$ cat src/rtl/nibble_serial_adder_ctrl_pkg.sv
// Shared constants for serial datapath controllers.
//   state_t : sequencer state encoding (IDLE / RUN / DONE)
//   NIB_W   : width of one datapath slice (a nibble)
package nibble_serial_adder_ctrl_pkg;

   localparam int NIB_W = 4;

   typedef enum logic [1:0] {
      IDLE = 2'd0,
      RUN  = 2'd1,
      DONE = 2'd2
   } state_t;

endpackage

$ cat src/rtl/fourbitadder.sv
// 4-bit ripple adder cell reused by the serial sequencer.
// Ports:
//   carry_out : carry out of bit 3
//   sum       : 4-bit sum a + b + cin (mod 16)
//   a, b      : 4-bit operands
//   cin       : carry in to bit 0
module fourbitadder
   import nibble_serial_adder_ctrl_pkg::*;
(
   output logic             carry_out,
   output logic [NIB_W-1:0] sum,
   input  logic [NIB_W-1:0] a,
   input  logic [NIB_W-1:0] b,
   input  logic             cin
);

   logic [NIB_W:0] total_s;

   assign total_s   = {1'b0, a} + {1'b0, b} + {{NIB_W{1'b0}}, cin};
   assign sum       = total_s[NIB_W-1:0];
   assign carry_out = total_s[NIB_W];

endmodule

$ cat src/rtl/nibble_serial_adder_ctrl.sv
// Serial WIDTH-bit adder: one fourbitadder is reused over WIDTH/4 cycles,
// least-significant nibble first, with the nibble carry held in a register.
// Ports:
//   clk, rst             : clock, synchronous active-high reset
//   in_valid / in_ready  : operand handshake (in_ready high only in IDLE)
//   a, b, cin            : operands and carry into nibble 0
//   out_valid / out_ready: result handshake (out_valid high only in DONE)
//   sum, cout, ovf       : result, carry out of MSB, signed overflow
//   busy                 : high while nibbles are being processed
module nibble_serial_adder_ctrl
   import nibble_serial_adder_ctrl_pkg::*;
#(
   parameter int WIDTH = 16
)
(
   input  logic             clk,
   input  logic             rst,
   input  logic             in_valid,
   output logic             in_ready,
   input  logic [WIDTH-1:0] a,
   input  logic [WIDTH-1:0] b,
   input  logic             cin,
   output logic             out_valid,
   input  logic             out_ready,
   output logic [WIDTH-1:0] sum,
   output logic             cout,
   output logic             ovf,
   output logic             busy
);

   localparam int NIBS  = WIDTH / NIB_W;
   localparam int CNT_W = (NIBS > 1) ? $clog2(NIBS) : 1;

   generate
      if (((WIDTH % NIB_W) != 0) || (WIDTH < 8)) begin : g_width_check
         $error("nibble_serial_adder_ctrl: WIDTH must be a multiple of 4 and at least 8");
      end
   endgenerate

   state_t             state_r;
   state_t             state_s;
   logic [WIDTH-1:0]   a_sh_r;
   logic [WIDTH-1:0]   b_sh_r;
   logic [WIDTH-1:0]   sum_r;
   logic               carry_r;
   logic               a_msb_r;
   logic               b_msb_r;
   logic               cout_r;
   logic               ovf_r;
   logic [CNT_W-1:0]   cnt_r;
   logic [NIB_W-1:0]   nib_sum_s;
   logic               nib_carry_s;
   logic               last_s;

   // The single shared adder slice always looks at the low nibble of the shifters.
   fourbitadder u_adder (
      .carry_out (nib_carry_s),
      .sum       (nib_sum_s),
      .a         (a_sh_r[NIB_W-1:0]),
      .b         (b_sh_r[NIB_W-1:0]),
      .cin       (carry_r)
   );

   assign last_s = (state_r == RUN) && (cnt_r == CNT_W'(NIBS - 1));

   // State register.
   always_ff @(posedge clk) begin
      if (rst) begin
         state_r <= IDLE;
      end else begin
         state_r <= state_s;
      end
   end

   // Next-state decode.
   always_comb begin
      state_s = state_r;
      case (state_r)
         IDLE: begin
            if (in_valid) begin
               state_s = RUN;
            end else begin
               state_s = IDLE;
            end
         end
         RUN: begin
            if (last_s) begin
               state_s = DONE;
            end else begin
               state_s = RUN;
            end
         end
         DONE: begin
            // Leaving DONE always passes through IDLE, so there is no same-cycle re-accept.
            if (out_ready) begin
               state_s = IDLE;
            end else begin
               state_s = DONE;
            end
         end
         default: begin
            state_s = IDLE;
         end
      endcase
   end

   // Operand shifters, nibble carry, counter and result registers.
   always_ff @(posedge clk) begin
      if (rst) begin
         a_sh_r  <= '0;
         b_sh_r  <= '0;
         sum_r   <= '0;
         carry_r <= 1'b0;
         a_msb_r <= 1'b0;
         b_msb_r <= 1'b0;
         cout_r  <= 1'b0;
         ovf_r   <= 1'b0;
         cnt_r   <= '0;
      end else begin
         case (state_r)
            IDLE: begin
               if (in_valid) begin
                  a_sh_r  <= a;
                  b_sh_r  <= b;
                  // Reloaded on every accept so no carry leaks from the previous add.
                  carry_r <= cin;
                  a_msb_r <= a[WIDTH-1];
                  b_msb_r <= b[WIDTH-1];
                  cnt_r   <= '0;
               end
            end
            RUN: begin
               // Nibble sums enter from the top so nibble 0 ends up at the bottom after NIBS steps.
               sum_r   <= {nib_sum_s, sum_r[WIDTH-1:NIB_W]};
               a_sh_r  <= {{NIB_W{1'b0}}, a_sh_r[WIDTH-1:NIB_W]};
               b_sh_r  <= {{NIB_W{1'b0}}, b_sh_r[WIDTH-1:NIB_W]};
               carry_r <= nib_carry_s;
               cnt_r   <= cnt_r + CNT_W'(1);
               if (last_s) begin
                  cout_r <= nib_carry_s;
                  // Same-sign operands giving a different-sign result overflow.
                  ovf_r  <= (a_msb_r == b_msb_r) && (nib_sum_s[NIB_W-1] != a_msb_r);
               end
            end
            DONE: begin
               sum_r  <= sum_r;
               cout_r <= cout_r;
               ovf_r  <= ovf_r;
            end
            default: begin
               cnt_r <= '0;
            end
         endcase
      end
   end

   assign in_ready  = (state_r == IDLE);
   assign busy      = (state_r == RUN);
   assign out_valid = (state_r == DONE);
   assign sum       = sum_r;
   assign cout      = cout_r;
   assign ovf       = ovf_r;

endmodule

$ cat config.mk
export PLATFORM = sky130hd
export DESIGN_NAME = nibble_serial_adder_ctrl
export DESIGN_NICKNAME = d
export VERILOG_FILES = /design/src/rtl/nibble_serial_adder_ctrl_pkg.sv /design/src/rtl/fourbitadder.sv /design/src/rtl/nibble_serial_adder_ctrl.sv
export SDC_FILE = /design/constraint.sdc
export NUM_CORES = 1
export LEC_CHECK = 0
export CAP_MARGIN = 20
export CORE_MARGIN = 4
export CORE_UTILIZATION = 45
export DETAILED_ROUTE_END_ITERATION = 6
export GPL_TIMING_DRIVEN = 0
export PLACE_DENSITY = 0.75
export SLEW_MARGIN = 20
export SYNTH_ARGS = -nofsm -noshare
export SYNTH_HDL_FRONTEND = slang
export SYNTH_HIERARCHICAL = 1
export SYNTH_SLANG_ARGS = --single-unit
export TNS_END_PERCENT = 100
$ cat constraint.sdc
create_clock -name clk -period 1.73 [get_ports clk]
set_input_delay 0.346 -clock clk [delete_from_list [all_inputs] [get_ports clk]]
set_output_delay 0.346 -clock clk [all_outputs]
set_load 0.02 [all_outputs]
# Word level (Yosys, flattened, before mapping)

Cells that the tools add are included.
Widths: inputs -> output; s select.

Mux-type cells: 12
Add/sub/neg operators: 3
Bitwise logic cells: 1
Reduce and logical (&&, ||, !) cells: 8
Eq/ne operators: 6

Operators with widths:

| kind                | count |
|---|---|
| $pmux 16 s2         | 2 |
| $mux 16             | 2 |
| $pmux 2 s3          | 2 |
| $reduce_and 2->1    | 4 |
| $mux 2              | 3 |
| $add 4x4->5         | 1 |
| $add 5x1->5         | 1 |
| $eq 2x2->1 const B  | 2 |
| $add 2x1->2 const B | 1 |
| $eq 2x1->1 const B  | 1 |
| $logic_and 1x1->1   | 2 |
| $logic_not 2->1     | 1 |
| $mux 1              | 2 |
| $ne 2x2->1 const B  | 1 |
| $pmux 1 s2          | 1 |
| $reduce_bool 2->1   | 1 |
| $eq 1x1->1          | 1 |
| $ne 1x1->1          | 1 |
| $not 1->1           | 1 |

Register bits after elaboration: 57
Output and inout bits: 21
Bits of input ports: 37
Logic and storage cells: 40

# Logic depth before layout (Yosys ltp)

Gate-level depths: netlist (run 1).

Depth in word-level cells: 4
Depth in mapped cells: 8
Mapped depth without buffers: 8

# By module

Netlist (run 1), hierarchy kept.

By module, submodules not included:

| module                   | seq. area each (um^2) | area an instance (um^2) | cells each | instances |
|---|---|---|---|---|
| nibble_serial_adder_ctrl | 1141.1                | 2552.4                  | 252        | 1 |
| fourbitadder             | 0.0                   | 143.9                   | 16         | 1 |

# Worst setup path before layout (run 1)

OpenSTA, ideal clock, no wires.

Path type: reg2reg
Start: reg a_sh_r[0]
End: reg carry_r
Arrival: 1.483 ns
Stages on the path, launching flop included: 9
Required time: 1.587 ns
Setup slack: 0.103 ns
Period minus slack after synthesis: 1.627 ns
Path buffers: 0
Library setup time: 0.143 ns
Path through: dfxtp_1 fa_1 inv_1 fa_1 nor2b_1 o21ai_0 nand2b_1 mux2i_1 a211oi_2

Word-level cells in the longest chain between the ends: 3

RTL lines:

| what                     | line                            | text |
|---|---|---|
| start: declaration       | nibble_serial_adder_ctrl.sv:42  | `logic [WIDTH-1:0] a_sh_r;` |
| start signal: assignment | nibble_serial_adder_ctrl.sv:135 | `a_sh_r <= {{NIB_W{1'b0}}, a_sh_r[WIDTH-1:NIB_W]};` |
| $add 4x4->5              | fourbitadder.sv:19              | `assign total_s = {1'b0, a} + {1'b0, b} + {{NIB_W{1'b0}}, cin};` |
| $add 5x1->5              | fourbitadder.sv:19              |  |
| named net nib_carry_s    | nibble_serial_adder_ctrl.sv:52  | `logic nib_carry_s;` |
| $pmux 1 s2               | nibble_serial_adder_ctrl.sv:120 | `case (state_r)` |
| end signal: assignment   | nibble_serial_adder_ctrl.sv:126 | `carry_r <= cin;` |
| end signal: assignment   | nibble_serial_adder_ctrl.sv:137 | `carry_r <= nib_carry_s;` |
| end: declaration         | nibble_serial_adder_ctrl.sv:45  | `logic carry_r;` |

The timed path passes the listed nets, and every way through them passes these cells.
A chain may end at the register's enable or synchronous reset.

# Worst setup path in the final report (run 1)

Start: reg b_sh_r[0]
End: reg carry_r

Word-level cells in the longest chain between the ends: 3

RTL lines:

| what                     | line                            | text |
|---|---|---|
| start: declaration       | nibble_serial_adder_ctrl.sv:43  | `logic [WIDTH-1:0] b_sh_r;` |
| start signal: assignment | nibble_serial_adder_ctrl.sv:136 | `b_sh_r <= {{NIB_W{1'b0}}, b_sh_r[WIDTH-1:NIB_W]};` |
| $add 4x4->5              | fourbitadder.sv:19              |  |
| $add 5x1->5              | fourbitadder.sv:19              |  |
| named net nib_carry_s    | nibble_serial_adder_ctrl.sv:52  |  |
| $pmux 1 s2               | nibble_serial_adder_ctrl.sv:120 |  |

The timed path passes the listed nets, and every way through them passes these cells.

==> results of run 1 <==
==> state kept, by name (all words and copies together) (netlist names) <==
name and flops:
a_msb_r 1, a_sh_r 16, b_msb_r 1, b_sh_r 16, carry_r 1, cnt_r 2
cout 1, ovf 1, state_r 2, sum 16
==> metal layers <==
metal	global-route usage, %	part of all wire, %	vias to the layer above
met2	28.0	49	35
met1	21.5	45	974
met5	0	0	-
li1	-	-	1061
met3	3.98	3.5	11
met4	7.77	2.1	0
==> worst paths after layout <==
kind | slack (ns) | from | endpoint | cells past startpoint
setup / recovery | 0.04 | b_sh_r[0] | carry_r | 8
hold / removal | 0.37 | rst | b_sh_r[0] | 2
setup reg to reg | 0.04 | b_sh_r[0] | carry_r | 8
hold reg to reg | 0.45 | sum[1] | sum[1] | 2
==> logic make-up after synthesis <==
group | count (synthesis)
AOI/OAI and AO/OA | 66
xor gates and xnor gates | 2
adders and majority gates | 6
buffers and inverters | 27
DFF | 57
muxes | 25
and+or+nand+nor | 85
==> what timing repair did <==
item	4_1_cts	5_1_grt
endpoints found under the setup margin	5	4
hold buffers	0	0
setup buffers	0	3
cloned	0	0
gates resized for setup	18	4
pin swaps	0	3
==> cell usage in the layout, fill, tap and decap left out, types with 2 or more instances in the layout <==
master	synthesis	final
clkdlybuf4s50_1	0	53
a211oi_2	25	25
fa_2	0	2
buf_6	4	4
buf_4	5	9
nand2b_1	4	4
a21oi_2	2	2
nand2_1	37	37
nor2b_1	3	3
nand3_1	2	2
nor2_2	25	25
o21ai_0	3	2
buf_2	3	3
mux2i_1	25	25
inv_1	5	4
ha_1	4	4
dfxtp_2	0	4
nor2_1	9	9
clkbuf_8	0	12
a21oi_1	25	25
clkbuf_1	4	6
a22oi_1	6	6
nand3b_1	2	2
buf_12	3	3
dfxtp_1	57	53
==> power by group through the flow <==
stage / clock network (mW) / logic, mW / registers (mW)
after floorplan: 0 / 0.411 / 1.49
after global placement: 0 / 0.605 / 1.49
after detailed placement: 0 / 0.614 / 1.49
after CTS: 1.32 / 0.625 / 1.46
after global routing: 1.38 / 0.689 / 1.47
final: 1.29 / 0.631 / 1.46
==> metrics by stage <==
stage               std cells  area (um^2)  worst slack [ns]  setup TNS [ns]
floorplan                 268         2700             0.103               0
global placement          396         3350            -0.129          -0.734
detailed placement        396         3350            -0.138          -0.959
CTS                       412         3570          -0.00519        -0.00519
global route              414         3580           -0.0550         -0.0836
finish                    414         3580            0.0397               0
==> cell type report <==
cell class,count,area (um^2)
Fill cell,488,2060
Multi-Input combinational cell,184,1360
Sequential cell,57,1150
Timing Repair Buffer,59,574
Buffer,20,179
Clock buffer,14,173
Tap cell,72,90.1
Clock inverter,2,35.0
Inverter,6,27.5
==> results summary, run 1 <==
Cells with a size suffix above 1 make up 28.7% of the layout. The category of cells accounting for the largest share of critical-path delay is adder cells. The final-report setup violation count came out at 0.

The count of buffers from port buffering is 56. The worst ir drop on vdd is 0.548 mV. The utilization after layout came out at 63.5%. On the worst path, the slowest cell contributes a delay of 0.36 ns. The portion of the clock cycle consumed by the worst path in the final layout came out at 97.7%. In this run the remaining antenna-violating nets after routing total 0. The path class of the tightest hold or removal check is input port to flop.

Wires add up to 6010 um. In the synthesized netlist the dominant register cell turns out to be dfxtp_1. The number of clock buffers added by TritonCTS is 9. The worst setup path is captured at a flop. The switching power is 883 uW.

At the end of the flow, the number of nets in the layout was 380. From synthesis to final layout, the design area changed by 32.9%. The cell with the largest stage delay on the worst path is dfxtp_2. The sequential fraction of design power came out at 43.2%. The area of the mapped netlist came out at 0.00270 mm^2. Based on the critical path, the design can be clocked at up to 0.592 GHz. The synthesized net count is 311. The combinational fraction of design power came out at 18.6%. The design draws 3.39 mW.

The clock sink total is 57. After detailed routing, the average wire length per cell comes to 14.5 um. The number of vias after detailed routing is 2081. A synthesized cell averages 10.1 um^2. At the later pin of the worst-skew pair, clock insertion delay measures 0.33 ns.

The share of the synthesized area in compound gates (AO/OA/AOI/OAI) came out at 20.8%. The placement row count is 27. The arithmetic-cell share of the synthesized area counting full adders, half adders and majority gates came out at 3.34%. The number of global-route vias before repair is 2032.

The top-area cell type share of the netlist area is 42.3%. The cell with the most instances after synthesis is dfxtp_1. The max-slew headroom at the worst pin is 53.4%. In this design, the critical path's most frequently occurring cell is fa_2. Power spread over the standard cell area amounts to 944 mW/mm^2.

The number of remaining DRC errors came out at 0. Setup repair after global routing could not meet its margin everywhere. The die boundary width is 85.4 um. The worst path needs 1.69 ns of the cycle, external delays included. During synthesis, Yosys emitted a total of 6 warnings. TritonCTS built the clock tree. The area of the placeable core came out at 0.00564 mm^2.

Across the routed clock network, the largest skew measured is 0.00957 ns. The final count of pins violating max slew is 0. The number of hold violations in the final report is 0. The actual transition at the worst max-transition pin came out at 0.698 ns.

The parity-gate share of the synthesized area counting xor and xnor cells came out at 0.650%. The top fanout value on the critical path came out at 2. Counting both buffers and inverters, the worst setup path holds a total of 1.

The maximum buffer depth of the clock tree came out at 2. Summed over all nets, the half-perimeter wirelength after detailed placement is 4340 um. Of the synthesized area, sequential elements account for 42.3%.

Of the total synthesized cell area, the portion taken by AND, OR, NAND and NOR gates is 15.9%. The full die area came out at 0.00729 mm^2. The number of levels the H-tree was split into came out at 3. The final worst hold slack came out at 0.367 ns. By area the synthesized netlist is led by dfxtp_1, a211oi_2, mux2i_1, nor2_2, nand2_1. The total leakage power is 1.34 nW. The DRC violation total after the first TritonRoute iteration came out at 103. The total overflow left after global routing is 0. The kind of launch point of the worst setup path is a flop. Sorting the synthesized cells by how often they occur yields dfxtp_1, nand2_1. The congestion estimate from routability-driven global placement came to 0.779.

Walking the worst path, the cells encountered are fa_2, inv_2, fa_2, nor2b_1, o21ai_1, nand2b_1, mux2i_1, a211oi_2. The maximum number of pins on one net before global-route repair is 11. The multiplexer share of the synthesized area came out at 9.28%. In the routed layout, each cell is associated on average with a via count of 5.03. Before antenna repair, the detailed router went through 4 iterations.

Once the floorplan was initialized, standard cells occupied 47.8% of the core. The flow ran to the end, and the final reports show no timing, DRC or antenna violations. Of all cell types, the one taking the most synthesized area is dfxtp_1.

The vertical extent of the die came out at 85.4 um. Yosys mapped a number of flops with a built-in enable equal to 0. In this run, synthesis produced a sequential element count of 57. The number of cells produced by synthesis came out at 268. The number of antenna violations at the first check in global routing came out at 0. The fraction of registers with async set/reset is 0%. The combinational family with the most area after synthesis is compound AO/OA/AOI/OAI gates. The number of violations of the max-capacitance limit is 0. Of the total power, the clock network draws 38.1%.

Of the total power, the share spent switching nets is 26.1%. The required time reported for the critical path endpoint is 1.98 ns. The CTS clock-pin slew for the worst setup and hold paths came out at 0.06 ns. The boundary pin count is 58.

The tree is rooted in a clkbuf_8. STA puts the critical path data arrival time at 1.94 ns. The number of antenna diodes in the final layout is 0. The type of the setup path with the least slack is flop to flop. In the global route stage, overall resource usage came out at 17.2%. The netlist uses 34 different library cells.

The internal power of the cells totals 2.50 mW. The global-route wire length before repair came out at 9820 um.
(Power assumes the default switching activity.)
==> inputs of run 2 (changes only) <==
--- a/config.mk
+++ b/config.mk
@@ -9,11 +9,11 @@
 export CORE_MARGIN = 4
 export CORE_UTILIZATION = 45
 export DETAILED_ROUTE_END_ITERATION = 6
+export DONT_BUFFER_PORTS = 1
 export GPL_TIMING_DRIVEN = 0
-export PLACE_DENSITY = 0.75
 export SLEW_MARGIN = 20
 export SYNTH_ARGS = -nofsm -noshare
 export SYNTH_HDL_FRONTEND = slang
 export SYNTH_HIERARCHICAL = 1
 export SYNTH_SLANG_ARGS = --single-unit
-export TNS_END_PERCENT = 100
+export TNS_END_PERCENT = 30
==> run 2 against run 1 <==
Sequential cell count unchanged. Total power is 4.5% lower. First-iteration DRC count shrank 48%. Via count is 9.8% lower. Critical path depth shrank 5. Sequential share of layout area rose by 6.0 points. Routed wire length decreased by 1.7%. Critical path type is now flop to output port. Largest cell class unchanged. Largest power group unchanged. Highest routed layer unchanged.
==> results summary, run 2 (synthesis results as in run 1) <==
The number of remaining DRC errors came out at 0 (unchanged). In this run the critical register-to-register path is captured at carry_r. The maximum buffer depth of the clock tree came to 2 (unchanged). The library cell used most frequently in the layout, excluding fill and tap cells, is dfxtp_1. Setup repair after global routing could not meet its margin everywhere. STA classifies the critical path startpoint as a flop. The full die area is 0.00729 mm^2 (unchanged).

The run finished with clean final reports. The most congested layer reported by global routing is met2. The arrival time of data at the critical path endpoint came to 1.35 ns (-0.59 ns). The placed wire-length estimate came out at 4120 um (-5.1%). The placer's final routability congestion estimate came out at 0.722 (-7.3%). The worst hold path belongs to the class input port to flop. The area growth from synthesis to layout is 11.7%. The number of filler instances in the final layout is 520 (+6.6%). The starting utilization of the core area came to 47.8% (unchanged). The number of hold violations in the final report came out at 0 (unchanged).

The detailed-route wire length is 5910 um (-1.7%). For hold timing, the worst endpoint is a_sh_r[13]. The met1 capacity usage during global routing is 23.5% (+2.1 points).

The number of hold-repair buffers added at the cts stage is 0 (unchanged). In this run the critical register-to-register path is launched from a_sh_r[0]. The achievable clock frequency was 0.589 GHz (-0.53%). The total routing usage reported by global routing is 17.6% (+0.46 points). The number of diodes added for antenna fixing was 0 (unchanged).

The area of the placeable core came out at 0.00564 mm^2 (unchanged). The number of placed instances, taps included came out at 340 (-14%). The post-layout instance area is 0.00301 mm^2 (-16%). The start point of the worst hold path is a[13]. The number of nets in the final layout came out at 324 (-15%). The cell sitting at the root of the clock tree is a clkbuf_8. The placed standard-cell area came out at 0.00279 mm^2 (-17%).

The TritonCTS buffer count is 9 (unchanged). The clock sink total came out at 57 (unchanged). The share of cells above drive strength 1 is 33.9% (+5.3 points). The final antenna-violating net count came out at 0 (unchanged). The final worst clock skew came out at 0.00780 ns (-0.00177 ns).

The CTS clock-pin slew for the worst setup and hold paths came out at 0.07 ns (about the same). The sum of overflow across all layers after global routing came out at 0 (unchanged). The power density over the cells is 1070 mW/mm^2 (+14%). The portion of the clock cycle consumed by the worst path in the final layout came out at 98.2% (+0.52 points). The vertical extent of the die is 85.4 um (unchanged). The total leakage power came out at 1.12 nW (-16%).

The mean routed wirelength per cell was 16.5 um (+14%). The global-route wire length before repair came out at 9980 um (+1.6%). The boundary pin count came out at 58 (unchanged). In the layout the commonest cells are dfxtp_1, nand2_1. The DRC violation total after the first TritonRoute iteration came to 54 (-48%). The average via count per standard cell is 5.24 (+4.3%). The placement row count is 27 (unchanged).

The count of non-filler cells in the finished layout came out at 358 (-14%). The flop-to-flop setup slack is 0.03 ns (about the same). The clock period minus worst slack is 1.70 ns (+0.00894 ns). The number of violations of the max-capacitance limit is 0 (unchanged).

The instance count along the most critical hold path came out at 2 (unchanged). The number of vias after detailed routing is 1877 (-9.8%). The nature of the critical path endpoint is an output port. The clock latency at the later pin of the worst-skew pair came to 0.35 ns (+0.02 ns).

The routing usage on met2 came to 25.6% (-2.4 points). The number of detailed-routing iterations run before antenna repair is 4 (unchanged). The number of levels the H-tree was split into is 3 (unchanged). The critical path is of the flop to output port type.

The max-slew headroom at the worst pin was 50.4% (-3.1 points). The maximum number of pins on one net before global-route repair came out at 11 (unchanged). The final count of pins violating max slew was 0 (unchanged). The worst-case reg-to-reg path depth came out at 8 (unchanged). TritonCTS built the clock tree. The worst ir drop on vdd was 0.515 mV (-6.0%). The number of global-route vias before repair is 1947 (-4.2%). The actual transition at the worst max-transition pin was 0.744 ns (+0.0460 ns). The final setup TNS is 0 ns (unchanged). The die boundary width was 85.4 um (unchanged). The number of antenna violations at the first check in global routing is 0 (unchanged).

The top fanout value on the critical path was 10 (+8). The count of buffers from port buffering is 0 (-100%). The final-report setup violation count came out at 0 (unchanged). The required time reported for the critical path endpoint came out at 1.38 ns (-0.60 ns). The met3 usage was 5.44% (+1.5 points).
==> run 2: final cells by class <==
type,instances,area (um^2),share of cell area [%]
Buffer,21,184,6.10
Clock buffer,10,138,4.57
Clock inverter,6,57.6,1.91
Inverter,6,23.8,0.789
Multi-Input combinational cell,184,1360,45.1
Sequential cell,57,1140,38.0
Tap cell,72,90.1,2.99
Timing Repair Buffer,2,15.0,0.498
==> run 2: how the worst max path moves through the flow <==
stage	start	endpoint	slack, ns	cells past startpoint
2_1_floorplan	a_sh_r[0]	carry_r	0.10	8
3_5_place_dp	a_sh_r[0]	carry_r	-0.09	8
6_report	state_r[0]	in_ready	0.03	3
3_3_place_gp	a_sh_r[0]	carry_r	-0.04	8
4_1_cts	state_r[0]	in_ready	0.008	3
5_1_grt	state_r[0]	in_ready	-0.05	3
==> run 2: stage by stage <==
stage | util [%] | setup slack (ns) | power (mW) | hold slack, ns
floorplan | - | 0.103 | 1.90 | 0.432
finish | 53.4 | 0.0308 | 3.23 | 0.148
detailed placement | 49.4 | -0.0854 | 2.00 | 0.450
global placement | 49.4 | -0.0417 | 1.99 | 0.442
CTS | 53.2 | 0.00763 | 3.26 | 0.145
global route | 53.4 | -0.0500 | 3.39 | 0.138
==> run 2: timing repair <==
item / 4_1_cts / 5_1_grt
endpoints found under the setup margin: 1 / 4
gates resized for setup: 4 / 4
buffers inserted: 2 / 0
pin swaps: 1 / 1
==> run 2: routing by layer <==
layer  share of wire [%]  vias to the layer above  routed length, um
met1                  47                      865               2800
met2                  44                       47               2620
met5                   0                        -                  0
li1                    -                      952                  -
met4                 2.2                        0                131
met3                 5.9                       13                351
==> run 2: worst max-delay path: stages, from the launching register on <==
cell     delay, ns
dfxtp_1       0.30
buf_4         0.16
buf_2         0.21
nor2_1        0.33
==> run 2: where the power goes <==
part | internal [mW] | switching (mW)
registers | 1.40 | 0.0776
clock network | 0.693 | 0.559
logic | 0.225 | 0.278
==> inputs of run 3 (changes only) <==
--- a/config.mk
+++ b/config.mk
@@ -6,6 +6,7 @@
 export NUM_CORES = 1
 export LEC_CHECK = 0
 export CAP_MARGIN = 20
+export CORE_ASPECT_RATIO = 1.5
 export CORE_MARGIN = 4
 export CORE_UTILIZATION = 45
 export DETAILED_ROUTE_END_ITERATION = 6
==> run 3 against run 2 <==
Total power rose by 5.7%. Sequential cell count did not move. Clock skew fell by 0.00052 ns. Routed wire length fell by 1.4%. Cell count rose by 0.56%. Die area rose by 0.35%. Critical path type unchanged.
==> results summary, run 3 (synthesis results as in run 1) <==
The number of remaining DRC errors is 0 (unchanged). The library cell used most frequently in the layout, excluding fill and tap cells, is dfxtp_1. TritonCTS built the clock tree. The sum of overflow across all layers after global routing is 0 (unchanged). The mean routed wirelength per cell came to 16.2 um (-2.0%). The area of the multi-input gates came out at 0.00137 mm^2 (+0.37%). The switching share of total power came to 26.4% (-1.8 points). The starting utilization of the core area is 46.3% (-1.5 points). The total leakage power is 1.14 nW (+2.2%). The share of cells above drive strength 1 is 34.7% (+0.81 points).

The combinational fraction of design power is 14.9% (-0.7 points). The final antenna-violating net count came to 0 (unchanged). The boundary pin count is 58 (unchanged). The number of detailed-routing iterations run before antenna repair is 4 (unchanged). The worst ir drop on vdd is 0.846 mV (+64%). The final setup TNS came out at 0 ns (unchanged). The number of global-route vias before repair came out at 1941 (-0.31%). The placed wire-length estimate came to 4190 um (+1.8%). The pre-CTS worst setup slack came out at -0.113 ns (-0.0278 ns). The register area is 0.00115 mm^2 (+0.22%).

The number of hold violations in the final report came out at 0 (unchanged). The number of nets in the final layout is 326 (+0.62%). The total routing usage reported by global routing was 16.8% (-0.78 points). The number of vias after detailed routing is 1889 (+0.64%). The setup slack after layout came out at 0.0315 ns (+0.000691 ns).

The synthesis-to-layout area growth is 13.8%. In this run the worst hold path is classified as input port to flop. The max-slew headroom at the worst pin was 47.6% (-2.8 points). The required time reported for the critical path endpoint was 1.38 ns (about the same).

The placer's final routability congestion estimate is 0.721 (about the same). The vertical extent of the die was 103 um (+20%). The detailed-route wire length is 5830 um (-1.4%). The final-report setup violation count is 0 (unchanged).

The final count of pins violating max slew came to 0 (unchanged). The final worst clock skew is 0.00729 ns (-0.000520 ns). Clock tree synthesis selected as its root buffer the cell clkbuf_8. The DRC violation total after the first TritonRoute iteration came out at 98 (+81%). The top fanout value on the critical path came out at 10 (unchanged). The utilization after layout came to 52.7% (-0.74 points). In the layout the commonest cells are dfxtp_1, nand2_1. The power density over the cells is 1110 mW/mm^2 (+3.8%). The type of the setup path with the least slack is flop to output port. The number of antenna violations at the first check in global routing is 0 (unchanged).

The global-route wire length before repair came out at 9290 um (-6.9%). The clock sink total was 57 (unchanged). The placement row count is 34 (+26%).

The clock period minus worst slack is 1.70 ns (-0.000691 ns). The full die area was 0.00732 mm^2 (+0.35%). The maximum buffer depth of the clock tree came out at 2 (unchanged). The switching power is 904 uW (-1.1%). The TritonCTS buffer count came out at 9 (unchanged). The actual transition at the worst max-transition pin is 0.786 ns (+0.0416 ns). The nature of the critical path endpoint is an output port. The clock network fraction of design power is 41.8% (+3.1 points).

The maximum number of pins on one net before global-route repair came out at 11 (unchanged). The flow ran to the end, and the final reports show no timing, DRC or antenna violations. The number of levels the H-tree was split into is 3 (unchanged). The area of the placeable core is 0.00583 mm^2 (+3.3%). Setup repair after global routing could not meet its margin everywhere.

STA classifies the critical path startpoint as a flop. The average via count per standard cell is 5.25 (about the same). The number of diodes added for antenna fixing is 0 (unchanged).

The post-layout instance area is 0.00307 mm^2 (+1.9%). The CTS clock-pin slew for the worst setup and hold paths came to 0.06 ns (about the same). The count of non-filler cells in the finished layout came out at 360 (+0.56%).

The achievable clock frequency came out at 0.589 GHz (about the same). The number of filler instances in the final layout was 538 (+3.5%). The number of placed instances, taps included is 340 (unchanged). The arrival time of data at the critical path endpoint came to 1.35 ns (about the same). The sequential fraction of design power came out at 43.3% (-2.4 points). The die boundary width came out at 71.2 um (-17%). The placed standard-cell area came out at 0.00279 mm^2 (unchanged). The final worst hold slack came to 0.153 ns (+0.00557 ns). The portion of the clock cycle consumed by the worst path in the final layout is 98.2% (about the same). The count of buffers from port buffering came out at 0 (unchanged). The internal power summed over all cells came to 2.51 mW (+8.4%). The overall power came out at 3.42 mW (+5.7%).

The clock latency at the later pin of the worst-skew pair came to 0.34 ns (about the same). The number of violations of the max-capacitance limit came to 0 (unchanged).
run 3: power groups by stage:
stage | sequential, mW | clock, mW | combinational, mW
after global placement | 1.51 | 0 | 0.486
after detailed placement | 1.51 | 0 | 0.494
final | 1.48 | 1.43 | 0.510
after CTS | 1.48 | 1.46 | 0.498
after global routing | 1.49 | 1.52 | 0.566
after floorplan | 1.49 | 0 | 0.411
run 3: metal layers:
metal	wire length, um	global-route usage (%)	vias to the layer above
met5	0	0	-
met4	116	8.54	0
met3	414	6.15	10
met2	2940	27.8	49
met1	2350	19.0	878
li1	-	-	952
run 3: cell type report:
type                       count  area share (%)
timing repair buffer           4           0.978
tap                           72            2.94
inverter                       6           0.775
buffer                        21            5.99
sequential                    57            37.4
clock buffer                  11            4.93
multi-input combinational    184            44.5
clock inverter                 5            2.53
run 3: final timing paths:
| path | slack [ns] | cells past startpoint | endpoint | startpoint |
|---|---|---|---|---|
| worst max-delay path | 0.03 | 3 | in_ready | state_r[0] |
| worst min-delay path | 0.15 | 2 | b_sh_r[12] | b[12] |
| worst max register to register | 0.04 | 8 | carry_r | carry_r |
| worst min register to register | 0.46 | 2 | a_sh_r[15] | a_sh_r[15] |
run 3: worst max-delay path: stages, from the launching register on:
cell	delay [ns]
dfxtp_1	0.30
buf_4	0.16
buf_2	0.21
nor2_1	0.34
run 3: timing repair:
action / 4_1_cts / 5_1_grt
hold buffers: 0 / 0
pin swaps: 0 / 4
setup endpoints to repair: 2 / 3
gates resized for setup: 5 / 5
endpoints found under the hold margin: 0 / 0
buffers inserted: 0 / 4
